## config.mk

```make
export PLATFORM = sky130hd
export DESIGN_NAME = dcache_mem_ctrl
export DESIGN_NICKNAME = d
export VERILOG_FILES = /design/src/rtl/dcache_mem_ctrl_pkg.sv /design/src/rtl/dcache_line_assembler.sv /design/src/rtl/dcache_mem_ctrl.sv
export SDC_FILE = /design/constraint.sdc
export NUM_CORES = 1
export LEC_CHECK = 0
export CAP_MARGIN = 20
export CORE_MARGIN = 10
export CORE_UTILIZATION = 40
export CTS_BUF_LIST = sky130_fd_sc_hd__clkbuf_2
export DETAILED_ROUTE_END_ITERATION = 6
export PLACE_DENSITY = 0.83
export SYNTH_ARGS = -nofsm -noshare
export SYNTH_HDL_FRONTEND = slang
export SYNTH_SLANG_ARGS = --single-unit
```

## constraint.sdc

```tcl
create_clock -name clk -period 3.57 [get_ports clk]
set_clock_uncertainty 0.1 [all_clocks]
set_input_delay 0.5355 -clock clk [delete_from_list [all_inputs] [get_ports clk]]
set_output_delay 0.5355 -clock clk [all_outputs]
set_load 0.03 [all_outputs]
```

## src/rtl/dcache_mem_ctrl_pkg.sv

```systemverilog
// Shared widths and FSM encoding for the data-cache memory controller.
// Imported by the controller and its line assembler.
package dcache_mem_ctrl_pkg;

  localparam int WORD                = 32;
  localparam int CACHE_LINE_WIDTH    = 128;
  localparam int CACHE_LINE_BYTE_LOG = 4;

  typedef enum logic [1:0] {
    DCMC_IDLE  = 2'd0,
    DCMC_READ  = 2'd1,
    DCMC_WRITE = 2'd2,
    DCMC_DONE  = 2'd3
  } dcmc_state_e;

endpackage

```

## src/rtl/dcache_line_assembler.sv

```systemverilog
// Beat counter plus line register filled one word per consumed read beat.
// Word k of the line lands in bits [32k+31:32k].
module dcache_line_assembler
  import dcache_mem_ctrl_pkg::*;
#(
  parameter int LINE_WORDS = 4,
  parameter int BEAT_LOG   = 2
) (
  input  logic                       clk,
  input  logic                       rst,
  input  logic                       clr,
  input  logic                       beat_we,
  input  logic [WORD-1:0]            mem_rdata,
  output logic [BEAT_LOG-1:0]        beat,
  output logic                       last_beat,
  output logic [LINE_WORDS*WORD-1:0] line
);

  logic [BEAT_LOG-1:0]        r_beat;
  logic [LINE_WORDS*WORD-1:0] r_line;

  always_ff @(posedge clk) begin
    if (rst) begin
      r_beat <= '0;
      r_line <= '0;
    end else if (clr) begin
      r_beat <= '0;
    end else if (beat_we) begin
      r_line[r_beat*WORD +: WORD] <= mem_rdata;
      r_beat <= r_beat + 1'b1;
    end
  end

  assign beat      = r_beat;
  assign last_beat = (r_beat == BEAT_LOG'(LINE_WORDS-1));
  assign line      = r_line;

endmodule

```

## src/rtl/dcache_mem_ctrl.sv

```systemverilog
// Services cache refills (4-beat burst) and write-through stores
// on a single word-wide req/ack memory port.
module dcache_mem_ctrl
  import dcache_mem_ctrl_pkg::*;
#(
  parameter int LINE_WORDS = 4,
  parameter int BEAT_LOG   = 2
) (
  input  logic                        clk,
  input  logic                        rst,
  input  logic                        dc_valid,
  input  logic                        dc_store,
  input  logic [WORD-1:0]             dc_addr,
  input  logic [WORD-1:0]             dc_wdata,
  output logic                        dc_ready,
  output logic [CACHE_LINE_WIDTH-1:0] dc_line,
  output logic                        mem_req,
  output logic                        mem_we,
  output logic [WORD-1:0]             mem_addr,
  output logic [WORD-1:0]             mem_wdata,
  input  logic [WORD-1:0]             mem_rdata,
  input  logic                        mem_ack
);

  dcmc_state_e r_state, w_next;

  logic [WORD-1:2]             r_addr;
  logic [WORD-1:0]             r_wdata;
  logic                        r_store;
  logic                        r_post_done;

  logic                        w_accept;
  logic                        w_clr;
  logic                        w_beat_we;
  logic                        w_req;
  logic                        w_ready;
  logic [BEAT_LOG-1:0]         w_beat;
  logic                        w_last;
  logic [CACHE_LINE_WIDTH-1:0] w_line;
  logic [WORD-1:0]             w_addr;

  dcache_line_assembler #(
    .LINE_WORDS (LINE_WORDS),
    .BEAT_LOG   (BEAT_LOG)
  ) u_asm (
    .clk       (clk),
    .rst       (rst),
    .clr       (w_clr),
    .beat_we   (w_beat_we),
    .mem_rdata (mem_rdata),
    .beat      (w_beat),
    .last_beat (w_last),
    .line      (w_line)
  );

  always_ff @(posedge clk) begin
    if (rst) begin
      r_state     <= DCMC_IDLE;
      r_addr      <= '0;
      r_wdata     <= '0;
      r_store     <= 1'b0;
      r_post_done <= 1'b0;
    end else begin
      r_state     <= w_next;
      r_post_done <= (r_state == DCMC_DONE);
      if (w_accept) begin
        r_addr  <= dc_addr[WORD-1:2];
        r_wdata <= dc_wdata;
        r_store <= dc_store;
      end
    end
  end

  // The cycle right after DONE still sees the old valid; never re-accept it.
  always_comb begin
    w_next    = r_state;
    w_accept  = 1'b0;
    w_clr     = 1'b0;
    w_beat_we = 1'b0;
    w_req     = 1'b0;
    w_ready   = 1'b0;
    unique case (r_state)
      DCMC_IDLE: begin
        w_clr = 1'b1;
        if (dc_valid && !r_post_done) begin
          w_accept = 1'b1;
          w_next   = dc_store ? DCMC_WRITE : DCMC_READ;
        end
      end
      DCMC_READ: begin
        w_req = 1'b1;
        if (mem_ack) begin
          w_beat_we = 1'b1;
          if (w_last) w_next = DCMC_DONE;
        end
      end
      DCMC_WRITE: begin
        w_req = 1'b1;
        if (mem_ack) w_next = DCMC_DONE;
      end
      DCMC_DONE: begin
        w_ready = 1'b1;
        w_next  = DCMC_IDLE;
      end
      default: w_next = DCMC_IDLE;
    endcase
  end

  assign w_addr = r_store ? {r_addr, 2'b00}
                          : {r_addr[WORD-1:CACHE_LINE_BYTE_LOG], w_beat, 2'b00};

  assign dc_ready  = w_ready & ~rst;
  assign mem_req   = w_req & ~rst;
  assign mem_we    = w_req & r_store & ~rst;
  assign mem_addr  = rst ? '0 : w_addr;
  assign mem_wdata = rst ? '0 : r_wdata;
  assign dc_line   = rst ? '0 : w_line;

endmodule
```

After elaboration in Yosys (flattened, before gate mapping)
Index checks and enable logic that the tools add are counted.

Bits in registers: 196. Bits of input ports: 101. Output and inout port bits: 195. Logic and storage cells: 50.

Add/sub/neg operators: 2. Equality and inequality tests: 8. Shift-type cells: 2. Multiplexer cells: 18. Bitwise gates (word level): 6. Reductions and logical operators: 7.

Operators with widths (count): bitwise mux 128 bit (1); 2-to-1 mux 128 bit (1); variable shift 32 x 34 -> 128 bit (first input constant) (1); variable part select 32 x 34 -> 128 bit (1); 2-to-1 mux 32 bit (2); negation 7 -> 34 bit (1); 2-to-1 mux 2 bit (5); case mux 2 bit (4 select lines) (1); 2-to-1 mux 1 bit (7); == test 2 bit (second input constant) (3); inequality test 2 bit (second input constant) (3); bitwise AND 1 bit (4); 2-to-1 mux 4 bit (1); AND reduction 4 bit (1); OR reduction 2 bit (2); adder 2 x 1 -> 2 bit (second input constant) (1); == test 2 x 1 -> 1 bit (second input constant) (1); zero test 2 bit (1); inequality test 2 x 1 -> 1 bit (second input constant) (1); NOT 1 bit (2); AND reduction 2 bit (1); logical AND 1 bit (1); zero test 1 bit (1).

Depth between registers and ports, before layout
Word-level depth: 5. Mapped depth: 8. Mapped depth without buffers: 5.

Modules after synthesis
Synthesis repeated with hierarchy kept, for this count alone.

Cells, all modules: 946. Area total of the unflattened synthesis: 8176.6 sq um.

By module, submodules not included: dcache_line_assembler (instances 1, cells each 426, area each 4461.8 sq um, sequential area each 2602.5 sq um); dcache_mem_ctrl (instances 1, cells each 520, area each 3714.8 sq um, sequential area each 1321.3 sq um).

Least setup slack after synthesis
OpenSTA, ideal clock, no wires.

Path type: input to output. Start point: input rst. End point: output mem_we. Arrival: 1.732 ns. Data required time: 2.934 ns. Slack: 1.202 ns. Cell stages on the path: 4. Buffers on the path: 2. Path through: buf_4 -> clkbuf_1 -> nor2b_1 -> and2_1.

Word-level cells in the longest chain between the ends: 2.

Ends and longest elaborated chain: from (decl) (line dcache_mem_ctrl.sv:10) `input logic rst,`; NOT 1 bit (line dcache_mem_ctrl.sv:114) `assign mem_we = w_req & r_store & ~rst;`; bitwise AND 1 bit (line dcache_mem_ctrl.sv:114); to (decl) (line dcache_mem_ctrl.sv:18) `output logic mem_we,`.

No other way between the ends.

Worst setup path after layout
Start point: register r_state[0]. End point: output mem_we.

Word-level cells in the longest chain between the ends: 5. Elaborated cells on any way between the ends: 6.

Ends and longest elaborated chain: from (decl) (line dcache_mem_ctrl.sv:25) `dcmc_state_e r_state, w_next;`; from (signal assigned) (line dcache_mem_ctrl.sv:64) `r_state <= w_next;`; == test 2 bit / == test 2 x 1 -> 1 bit (equally long branches) (line dcache_mem_ctrl.sv:82) `unique case (r_state)`; OR reduction 2 bit (no source line) *; 2-to-1 mux 1 bit * (line dcache_mem_ctrl.sv:82); bitwise AND 1 bit * (2 in series) (line dcache_mem_ctrl.sv:114).

Mark *: on every way between the ends. The rest lies on a longest branch, timed or not.

==> flow_summary.yaml <==
global_routing:
  grt_overflow: 0
  grt_pass1_wl_mm: 41.00
  grt_antenna_before_repair: 0
  grt_pass1_vias: 7399
  grtUsageTotal: 0.1904
  grt_max_degree: 79
min_path:
  whs_path_depth: 3
  worst_hold_path_type: "in -> reg"
  hold_end: "r_wdata[25]"
  min_from: "dc_wdata[25]"
die:
  coreArea_um2: 20360
  die_area_um2: 27070
  die_w_um: 164.5
  std_cell_rows: 52
  die_h_um: 164.5
  io_pins: 296
  initial_core_util: 0.4102
routing:
  drt_wl_total_mm: 26.52
  wl_per_cell_um: 17.57
  ant_nets: 0
  vias: 7341
  drc: 0
  drtPass1Iterations: 4
  vias_per_cell: 4.865
  drt_iter0_drc: 429
final_layout:
  final_area_um2: 11660
  multi_input_area_um2: 3963
  diodes: 0
  stdcell_count: 1509
  num-nets-final: 1337
  seqCellArea_um2: 3924
  drive_above_1_share: 0.04762
  synthToLayoutAreaGrowth_pct: 39.54
  fill_cells: 1870
cts:
  cts_buffers: 17
  cts_max_level: 4
  cts_tree: "built"
  clockBufferDepth: 2
  post_cts_buffers: 0
  ctsResizeCount: 0
  clock-sinks: 196
  cts_hold_buf: 0
  clock_latency_ns: 0.72
  cts_root_buffer: "clkbuf_2"
  clk_pin_slew_worst_paths_ns: 0.31
synthesis:
  synth_area_um2: 8354
  syn_inst: 974
  yosysMostFrequentCell: "nor2b_1"
  synthTopCellsByCount: "nor2b_1, dfxtp_1, nand2_1"
  synth-seq-cells: 196
  synthArstFlopShare: 0
  avgSynthCellArea_um2: 8.577
  synth_top_area_share: 0.4697
  yosys_warnings: 0
  synth.distinct_cells: 40
  synth_area_leaders: "dfxtp_1, nor2b_1, nand2_1"
  yosys.area.top_type: "dfxtp_1"
  synth_edf_count: 0
  synth-seq-area-share: 0.4697
  synth-main-ff-cell: "dfxtp_1"
critical_path:
  ff2ff_path_depth: 6
  r2r_slack_ns: 0.67
  path_delay_family: "buffers and inverters"
  r2r_end: "u_asm.line[80]"
  crit_type: "reg -> out"
  crit_required_ns: 2.93
  path_cells: "inv_1, ha_1, nor2b_1, and2_1, clkdlybuf4s50_1"
  path_buf_inv: 2
  cpPeakStageDelay_ns: 0.69
  critPathMaxFanout: 3
  critPathArrivalTime_ns: 2.61
  critPathSlowestCell: "clkdlybuf4s50_1"
  r2r_start: "u_asm.beat[0]"
  critPathCaptureType: "output port"
  critPathLaunchType: "register"
place:
  place_hpwl_mm: 19.19
  port_buffers: 291
  globalplace.congestion: 0.8003
  place_area_um2: 11400
  placed_cells: 1477
  pre_cts_slack_ns: 0.5776
sta:
  hold_violations: 0
  max_slew.worst_pin.slew_ns: 0.7401
  maxSlewViolCount: 0
  fin_crit_ns: 3.242
  fin_crit_sh: 0.9081
  fmax_ghz: 0.3085
  rsz0062_at_grt: "false"
  fin_ws_ns: 0.3281
  tns_ns: 0
  setup_viol: 0
  relSlewSlack: 0.5060
run_status:
  outcome: "finished clean"
power:
  p_total_mw: 4.741
  p_leak_nw: 5.206
  ir_worst_vdd_v: 0.0003104
  powerDensity_nw_per_um2: 406.7
job:
  max_cap_violations: 0
## per-layer routing
layer / global-route usage / wire length, um
met1: 0.2179 / 10610
met2: 0.3116 / 12170
met3: 0.1013 / 3549
met4: 0.03543 / 189
met5: 0 / 0
## cells by family (layout without fill, tap and decap cells)
| kind of cell | count (synthesis) | count (layout) | share of synthesized area |
|---|---|---|---|
| adders and majority gates | 10 | 10 | 0.01498 |
| DFF | 196 | 196 | 0.4697 |
| buffers and inverters | 103 | 367 | 0.05676 |
| other | 1 | 2 | 0.0004489 |
| xor gates and xnor gates | 1 | 1 | 0.001049 |
| and+or+nand+nor | 463 | 463 | 0.3004 |
| AOI/OAI and AO/OA | 197 | 197 | 0.1531 |
| muxes | 3 | 3 | 0.003595 |
## where the power goes
group          switching (mW)  total, mW  internal, mW  leakage (nW)
combinational           0.683       1.15         0.471          3.46
clock                   0.821       1.17         0.350         0.153
sequential             0.0682       2.42          2.35          1.59
## worst max-delay path by stage
stage | from | cells after the start | slack [ns] | to
after floorplan | rst | 4 | 1.20 | mem_we
after global placement | rst | 5 | 0.57 | dc_line[42]
after detailed placement | rst | 5 | 0.58 | dc_line[44]
after CTS | r_state[0] | 5 | 0.17 | mem_we
after global routing | r_state[0] | 5 | 0.1 | mem_we
final | r_state[0] | 5 | 0.33 | mem_we
## final cells by class
cell class / instances / area share
inverter: 28 / 0.009016
clock buffer: 18 / 0.007728
timing repair buffer: 307 / 0.2635
tap: 270 / 0.02898
sequential: 196 / 0.3366
multi-input combinational: 676 / 0.3399
clock inverter: 14 / 0.01428
## sequential cells by signal, indices dropped and copies added (netlist names)
register / cells
u_asm.line: 128
r_post_done: 1
r_state: 2
r_wdata: 32
u_asm.beat: 2
r_addr: 30
r_store: 1
## cell usage in the layout (no fill, tap or decap), types with 2 or more instances in the layout
cell type,synthesis,layout
a21o_1,74,74
a21oi_1,64,64
a221oi_1,2,2
a22o_1,21,21
and2b_1,4,4
and4b_1,4,3
buf_12,0,3
buf_4,5,13
bufinv_16,0,2
clkbuf_2,1,18
clkdlybuf4s50_1,0,290
clkinv_4,0,4
conb_1,1,2
dfxtp_1,196,196
ha_1,10,10
inv_1,28,28
inv_6,0,3
inv_8,0,3
mux2i_1,3,3
nand2_1,170,170
nand2b_1,2,2
nand3_1,22,22
nor2_1,3,3
nor2b_1,242,242
nor3_1,3,3
o21ai_0,24,24
o21ai_1,6,6
o21ai_2,4,4
or3_4,2,2
## per-stage QoR
step	hold WS [ns]	utilization
6_report	0.1814	0.5724
5_1_grt	0.05264	0.5724
4_1_cts	0.06834	0.5724
3_5_place_dp	0.3431	0.5598
3_3_place_gp	0.3365	0.5598
2_1_floorplan	0.3318	-
## worst reg2reg max path, cell delays in order, from the launching register on
cell	delay, ns
dfxtp_1	0.66
inv_1	0.25
ha_1	0.32
or3_4	0.43
nor4b_4	0.61
buf_4	0.34
a21o_1	0.14
No activity file was read; power rests on OpenSTA's default activity.
